<file path="config.mk">
export PLATFORM = sky130hd
export DESIGN_NAME = rom_port_arbiter
export DESIGN_NICKNAME = d
export VERILOG_FILES = /design/src/rtl/rom_port_arbiter.sv
export SDC_FILE = /design/constraint.sdc
export NUM_CORES = 1
export LEC_CHECK = 0
export BUFFER_PORTS_ARGS = -buffer_cell sky130_fd_sc_hd__buf_2
export CELL_PAD_IN_SITES_DETAIL_PLACEMENT = 0
export CELL_PAD_IN_SITES_GLOBAL_PLACEMENT = 2
export CORE_MARGIN = 3
export CORE_UTILIZATION = 20
export CTS_CLUSTER_SIZE = 10
export DETAILED_ROUTE_END_ITERATION = 16
export PLACE_DENSITY = 0.93
export SLEW_MARGIN = 15
export SYNTH_ARGS = -nofsm -noshare
export SYNTH_HDL_FRONTEND = slang
export SYNTH_SLANG_ARGS = --single-unit
</file>
<file path="constraint.sdc">
create_clock -name clk -period 1.8 [get_ports clk]
set_input_delay 0.18 -clock clk [delete_from_list [all_inputs] [get_ports clk]]
set_output_delay 0.18 -clock clk [all_outputs]
set_load 0.01 [all_outputs]
</file>
<file path="src/rtl/rom_port_arbiter.sv">
// rtl/rom_port_arbiter.sv - shares the instruction ROM read port between the CPU fetch and debug requesters
// Fixed CPU priority; a starvation counter forces a debug grant after STARVE_LIMIT lost contested cycles.
module rom_port_arbiter #(
  parameter int ADDR_W       = 32,
  parameter int DATA_W       = 32,
  parameter int STARVE_LIMIT = 4
) (
  input  logic              clk,
  input  logic              rst,
  input  logic              cpu_req_valid,
  input  logic [ADDR_W-1:0] cpu_req_addr,
  output logic              cpu_req_ready,
  output logic              cpu_resp_valid,
  output logic [DATA_W-1:0] cpu_resp_data,
  input  logic              dbg_req_valid,
  input  logic [ADDR_W-1:0] dbg_req_addr,
  output logic              dbg_req_ready,
  output logic              dbg_resp_valid,
  output logic [DATA_W-1:0] dbg_resp_data,
  output logic              rom_ce,
  output logic [ADDR_W-1:0] rom_addr,
  input  logic [DATA_W-1:0] rom_data
);

  localparam logic [3:0] LIMIT = 4'(STARVE_LIMIT);

  logic [3:0]        starve_cnt_q, starve_cnt_d;
  logic              resp_pend_q, resp_pend_d;
  logic              resp_id_q, resp_id_d;
  logic [ADDR_W-1:0] addr_shadow_q, addr_shadow_d;
  logic              gnt0, gnt1;

  always_comb begin
    gnt0 = 1'b0;
    gnt1 = 1'b0;
    if (!rst) begin
      if (cpu_req_valid && dbg_req_valid) begin
        if (starve_cnt_q >= LIMIT) gnt1 = 1'b1;
        else                       gnt0 = 1'b1;
      end else begin
        gnt0 = cpu_req_valid;
        gnt1 = dbg_req_valid;
      end
    end

    // A debug grant clears the count even when it coincides with saturation.
    starve_cnt_d = starve_cnt_q;
    if (gnt1)
      starve_cnt_d = 4'd0;
    else if (gnt0 && dbg_req_valid && starve_cnt_q < LIMIT)
      starve_cnt_d = starve_cnt_q + 4'd1;

    resp_pend_d = gnt0 | gnt1;
    resp_id_d   = gnt1 ? 1'b1 : (gnt0 ? 1'b0 : resp_id_q);

    addr_shadow_d = addr_shadow_q;
    if (rst)       addr_shadow_d = '0;
    else if (gnt1) addr_shadow_d = dbg_req_addr;
    else if (gnt0) addr_shadow_d = cpu_req_addr;
  end

  always_ff @(posedge clk) begin
    if (rst) begin
      starve_cnt_q  <= 4'd0;
      resp_pend_q   <= 1'b0;
      resp_id_q     <= 1'b0;
      addr_shadow_q <= '0;
    end else begin
      starve_cnt_q  <= starve_cnt_d;
      resp_pend_q   <= resp_pend_d;
      resp_id_q     <= resp_id_d;
      addr_shadow_q <= addr_shadow_d;
    end
  end

  assign cpu_req_ready = gnt0;
  assign dbg_req_ready = gnt1;
  assign rom_ce        = gnt0 | gnt1;
  assign rom_addr      = addr_shadow_d;

  // Gating by rst suppresses a response whose grant preceded the reset cycle.
  assign cpu_resp_valid = !rst && resp_pend_q && !resp_id_q;
  assign dbg_resp_valid = !rst && resp_pend_q && resp_id_q;
  assign cpu_resp_data  = cpu_resp_valid ? rom_data : '0;
  assign dbg_resp_data  = dbg_resp_valid ? rom_data : '0;

endmodule

</file>
# After elaboration in Yosys (flattened, before gate mapping)
# Index checks and enable logic that the tools add are counted.
# totals
ff_bits	38
in_bits	100
elab_cells	31
# op_classes
addsub	1
n_lt_le_gt_ge	2
mux	13
bitwise	1
reduce_logical	10
# op_table
op	n
$mux W32	5
$mux W1	8
$logic_and A1 B1 Y1	6
$add A4 B1 Y4 const B	1
$ge A4 B3 Y1 const B	1
$lt A4 B3 Y1 const B	1
$logic_not A1 Y1	2
$reduce_bool A2 Y1	1
$reduce_or A2 Y1	1
$or A1 B1 Y1	1

# Depth between registers and ports, before layout
# logic_depth
ltp_word	7
depth_mapped	6
ltp_nobuf	3

# Least setup slack after synthesis
# OpenSTA, ideal clock, no wires.
# synth_timing
kind	register to output
start	register starve_cnt_q[2]
end	output rom_addr[0]
t_arrival_ns	1.620
required_ns	1.620
slack_ns	0.000
path_stages_with_launch	7
n_path_buf	3
path_cell_list	dfxtp_1 > or3b_1 > buf_2 > and2_1 > buf_4 > buf_6 > a211oi_1
# synth_via
elab_chain_cells	7
word_cells_on_any_way	10
# synth_lines
element	line_no	text
from (decl)	27	logic [3:0] starve_cnt_q, starve_cnt_d;
from (signal assigned)	69	starve_cnt_q <= starve_cnt_d;
$ge A4 B3 Y1 *	38	if (starve_cnt_q >= LIMIT) gnt1 = 1'b1;
$mux W1	38	
$mux W1	37	if (cpu_req_valid && dbg_req_valid) begin
$mux W1	36	if (!rst) begin
$mux W32	59	else if (gnt0) addr_shadow_d = cpu_req_addr;
$mux W32 *	58	else if (gnt1) addr_shadow_d = dbg_req_addr;
$mux W32 *	57	if (rst) addr_shadow_d = '0;
to (decl)	21	output logic [ADDR_W-1:0] rom_addr,
# Every way passes the cells marked *; elsewhere a longest branch is shown, timed or not.

# Worst setup path in the final report
# layout_timing
start	register starve_cnt_q[2]
end	output rom_addr[5]
# Same word-level chain as after synthesis.

==> metrics.md <==
| Metric | Value |
|---|---|
| Status | `finished, violations left` |
| Violations in the final reports | `setup timing` |
| I/O pin count | `201` |
| Depth of the most critical reg-to-reg path | `5` |
| Antenna violations before repair | `1` |
| FF+latch area | `763 µm²` |
| Die W | `120 µm` |
| R2R Path End | `addr_shadow_q[31]` |
| Combinational Power Share | `29.6%` |
| Hold WS | `0.159 ns` |
| Core ar. | `12300 µm²` |
| Via/cell ratio | `4.59` |
| I/O Buffers | `200` |
| Clock Latency Late Sink | `0.28 ns` |
| Hold EP | `addr_shadow_q[18]` |
| Share of cells above drive strength 1 | `56.5%` |
| Drt pass-1 iters | `4` |
| Initial DRC count | `78` |
| Via count | `3123` |
| Synth cell types | `21` |
| Placed Instance Area | `3760 µm²` |
| CP endpoint kind | `output port` |
| RSZ-0062 raised after global routing | `true` |
| Final Core Density | `38.2%` |
| Asr flop ratio synth | `0%` |
| Worst EP required | `1.62 ns` |
| Max VDD drop | `0.000356 V` |
| Initial Utilization | `21.0%` |
| Total Power | `2960 µW` |
| Max Slew Vio Count | `0` |
| Hold Path Cell Cnt | `3` |
| Min cycle time layout | `1.97 ns` |
| CTS tree | `built` |
| Clock Skew | `0.00655 ns` |
| Reg power frac | `30.8%` |
| Final Worst Setup Slack | `-0.174 ns` |
| Total global-route track usage | `12.9%` |
| H-Tree Depth | `2` |
| Clock Pin Slew Worst Setup and Hold Paths | `0.06 ns` |
| Cells after synthesis | `324` |
| CP Class | `reg2out` |
| Synthesized area | `2580 µm²` |
| Global-route wire length before repair | `15.1 mm` |
| Clk pwr share | `39.6%` |
| WL per Instance | `15.0 µm` |
| Critical Path AT | `1.79 ns` |
| Row cnt | `40` |
| Final Cycle Share | `110%` |
| Area of the multi-input gates | `2160 µm²` |
| Clock sinks | `38` |
| Routed wire length | `10.2 mm` |
| Die Y | `120 µm` |
| Sequential element share of the synthesized area | `29.4%` |
| PwrDens | `629 nW/µm²` |
| Setup violators final | `32` |
| R2r setup slk | `0.10 ns` |
| Startpoint types | `flop` |
| Yosys warning total | `0` |
| DP Wirelength | `7.22 mm` |
| Reg2reg start | `starve_cnt_q[2]` |
| Endpoints failing hold | `0` |
| CP max FO | `12` |
| Fin nets | `613` |
| Placer congestion estimate | `0.763` |
| Antenna Nets Post-Route | `0` |
| ANT cells | `0` |
| Slew @ Worst Pin | `0.495 ns` |
| Commonest non-fill, non-tap cell in the layout | `buf_2` |
| Die area | `14300 µm²` |
| Internal power | `2110 µW` |
| Sw Pwr | `849 µW` |
| Post-synth EDFFs | `0` |
| Rel. slew slack | `67.0%` |
| Synth Flop Type | `dfxtp_1` |
| Leakage | `0.00225 µW` |
| Syn_nets | `425` |
| Syn Area/Cell | `7.98 µm²` |
| Finished Cell Area | `4700 µm²` |
| Min-delay worst type | `in2reg` |
| Number of global-route vias before repair | `2990` |
| Syn-to-layout area delta | `82.0%` |
| Switching Share | `28.7%` |
| Max Buffers Root-to-Sink | `2` |
| Root Driver | `clkbuf_16` |
| Most frequent cells in the layout | `200 x buf_2, 64 x and2_1, 37 x a211oi_1` |
| Pin count of the biggest net entering global routing | `74` |
| Min-delay src | `dbg_req_addr[18]` |
| Max-cap check violation count | `0` |
| Max frequency | `506 MHz` |
| DRC | `0` |
| Post-placement cell count | `668` |
| Hold-fix buffers at CTS | `0` |
| Non-filler instance count after layout | `681` |
| Fill count | `1267` |
| GRT overflow | `0` |
| Synthesized flop and latch total | `38` |
| Inserted Clock Buffers | `5` |
[synthesized netlist by cell type (2+ instances only)]
master,number,area share [%]
inv_1,32,4.6
buf_6,6,2.6
a221oi_1,32,11
and3b_1,2,0.68
a21oi_1,4,0.77
dfxtp_1,38,29
a211oi_1,64,19
and2_1,65,16
nor2b_1,32,7.7
nand2b_1,4,0.97
nand3_1,2,0.39
nor3b_1,3,0.87
clkbuf_1,29,4.2
nor2_1,4,0.58
[worst max-delay path, cell delays in order, from the launching register on]
cell,delay [ns]
dfxtp_2,0.32
or3b_4,0.42
and2_4,0.22
buf_12,0.16
a211oi_1,0.22
buf_2,0.17
[final cells by class]
cell class | count | share of cell area (%)
flip-flops and latches | 38 | 16.2
clock inverters | 3 | 1.46
repair buffers | 218 | 26.6
multi-input cells | 217 | 46.0
inverters | 32 | 2.55
well taps | 168 | 4.47
clock buffers | 5 | 2.66
[how the worst max path moves through the flow]
stage,from,depth (start not counted),end
final,starve_cnt_q[2],5,rom_addr[5]
after global routing,starve_cnt_q[2],5,rom_addr[19]
after CTS,starve_cnt_q[3],5,rom_addr[20]
after detailed placement,starve_cnt_q[3],5,rom_addr[15]
after global placement,cpu_req_valid,6,rom_addr[9]
after floorplan,starve_cnt_q[2],6,rom_addr[0]
[power groups by stage]
stage	Clock, µW	Sequential [µW]	Combinational (µW)
after CTS	1210	912	759
after floorplan	0	926	363
after global placement	0	929	626
after global routing	1240	917	952
final	1170	912	875
after detailed placement	0	931	633
[what timing repair did]
action,4_1_cts,5_1_grt
pin swaps,0,3
endpoints found under the setup margin,32,33
buffers inserted,1,2
gates resized for setup,60,37
gates cloned,1,1
[through the flow]
| step | setup WS [ns] | TNS, ns |
|---|---|---|
| 3_3_place_gp | 0.0396 | 0 |
| 3_5_place_dp | 0.0132 | 0 |
| 6_report | -0.174 | -4.81 |
| 2_1_floorplan | -0.000399 | -0.0128 |
| 4_1_cts | -0.169 | -4.88 |
| 5_1_grt | -0.231 | -6.79 |
[routing by layer]
layer	GRT usage, %	share of wire, %	up-vias
met3	3.20	7.7	14
met4	2.29	1.0	2
met5	0	0.20	-
met1	14.5	38	1439
met2	24.6	53	136
li1	-	-	1532
[logic make-up (layout without fill, tap and decap cells)]
| family | after synthesis | count (layout) | synth area share (%) |
|---|---|---|---|
| buf+inv | 69 | 258 | 12.0 |
| compound gates | 101 | 101 | 30.4 |
| flops | 38 | 38 | 29.4 |
| fa+ha+maj | 1 | 1 | 0.484 |
| simple gates | 115 | 115 | 27.7 |
[registers in the layout, indices dropped and copies added (netlist names)]
| name | flops |
|---|---|
| starve_cnt_q | 4 |
| resp_pend_q | 1 |
| resp_id_q | 1 |
| addr_shadow_q | 32 |
No activity file was read; power rests on OpenSTA's default activity.
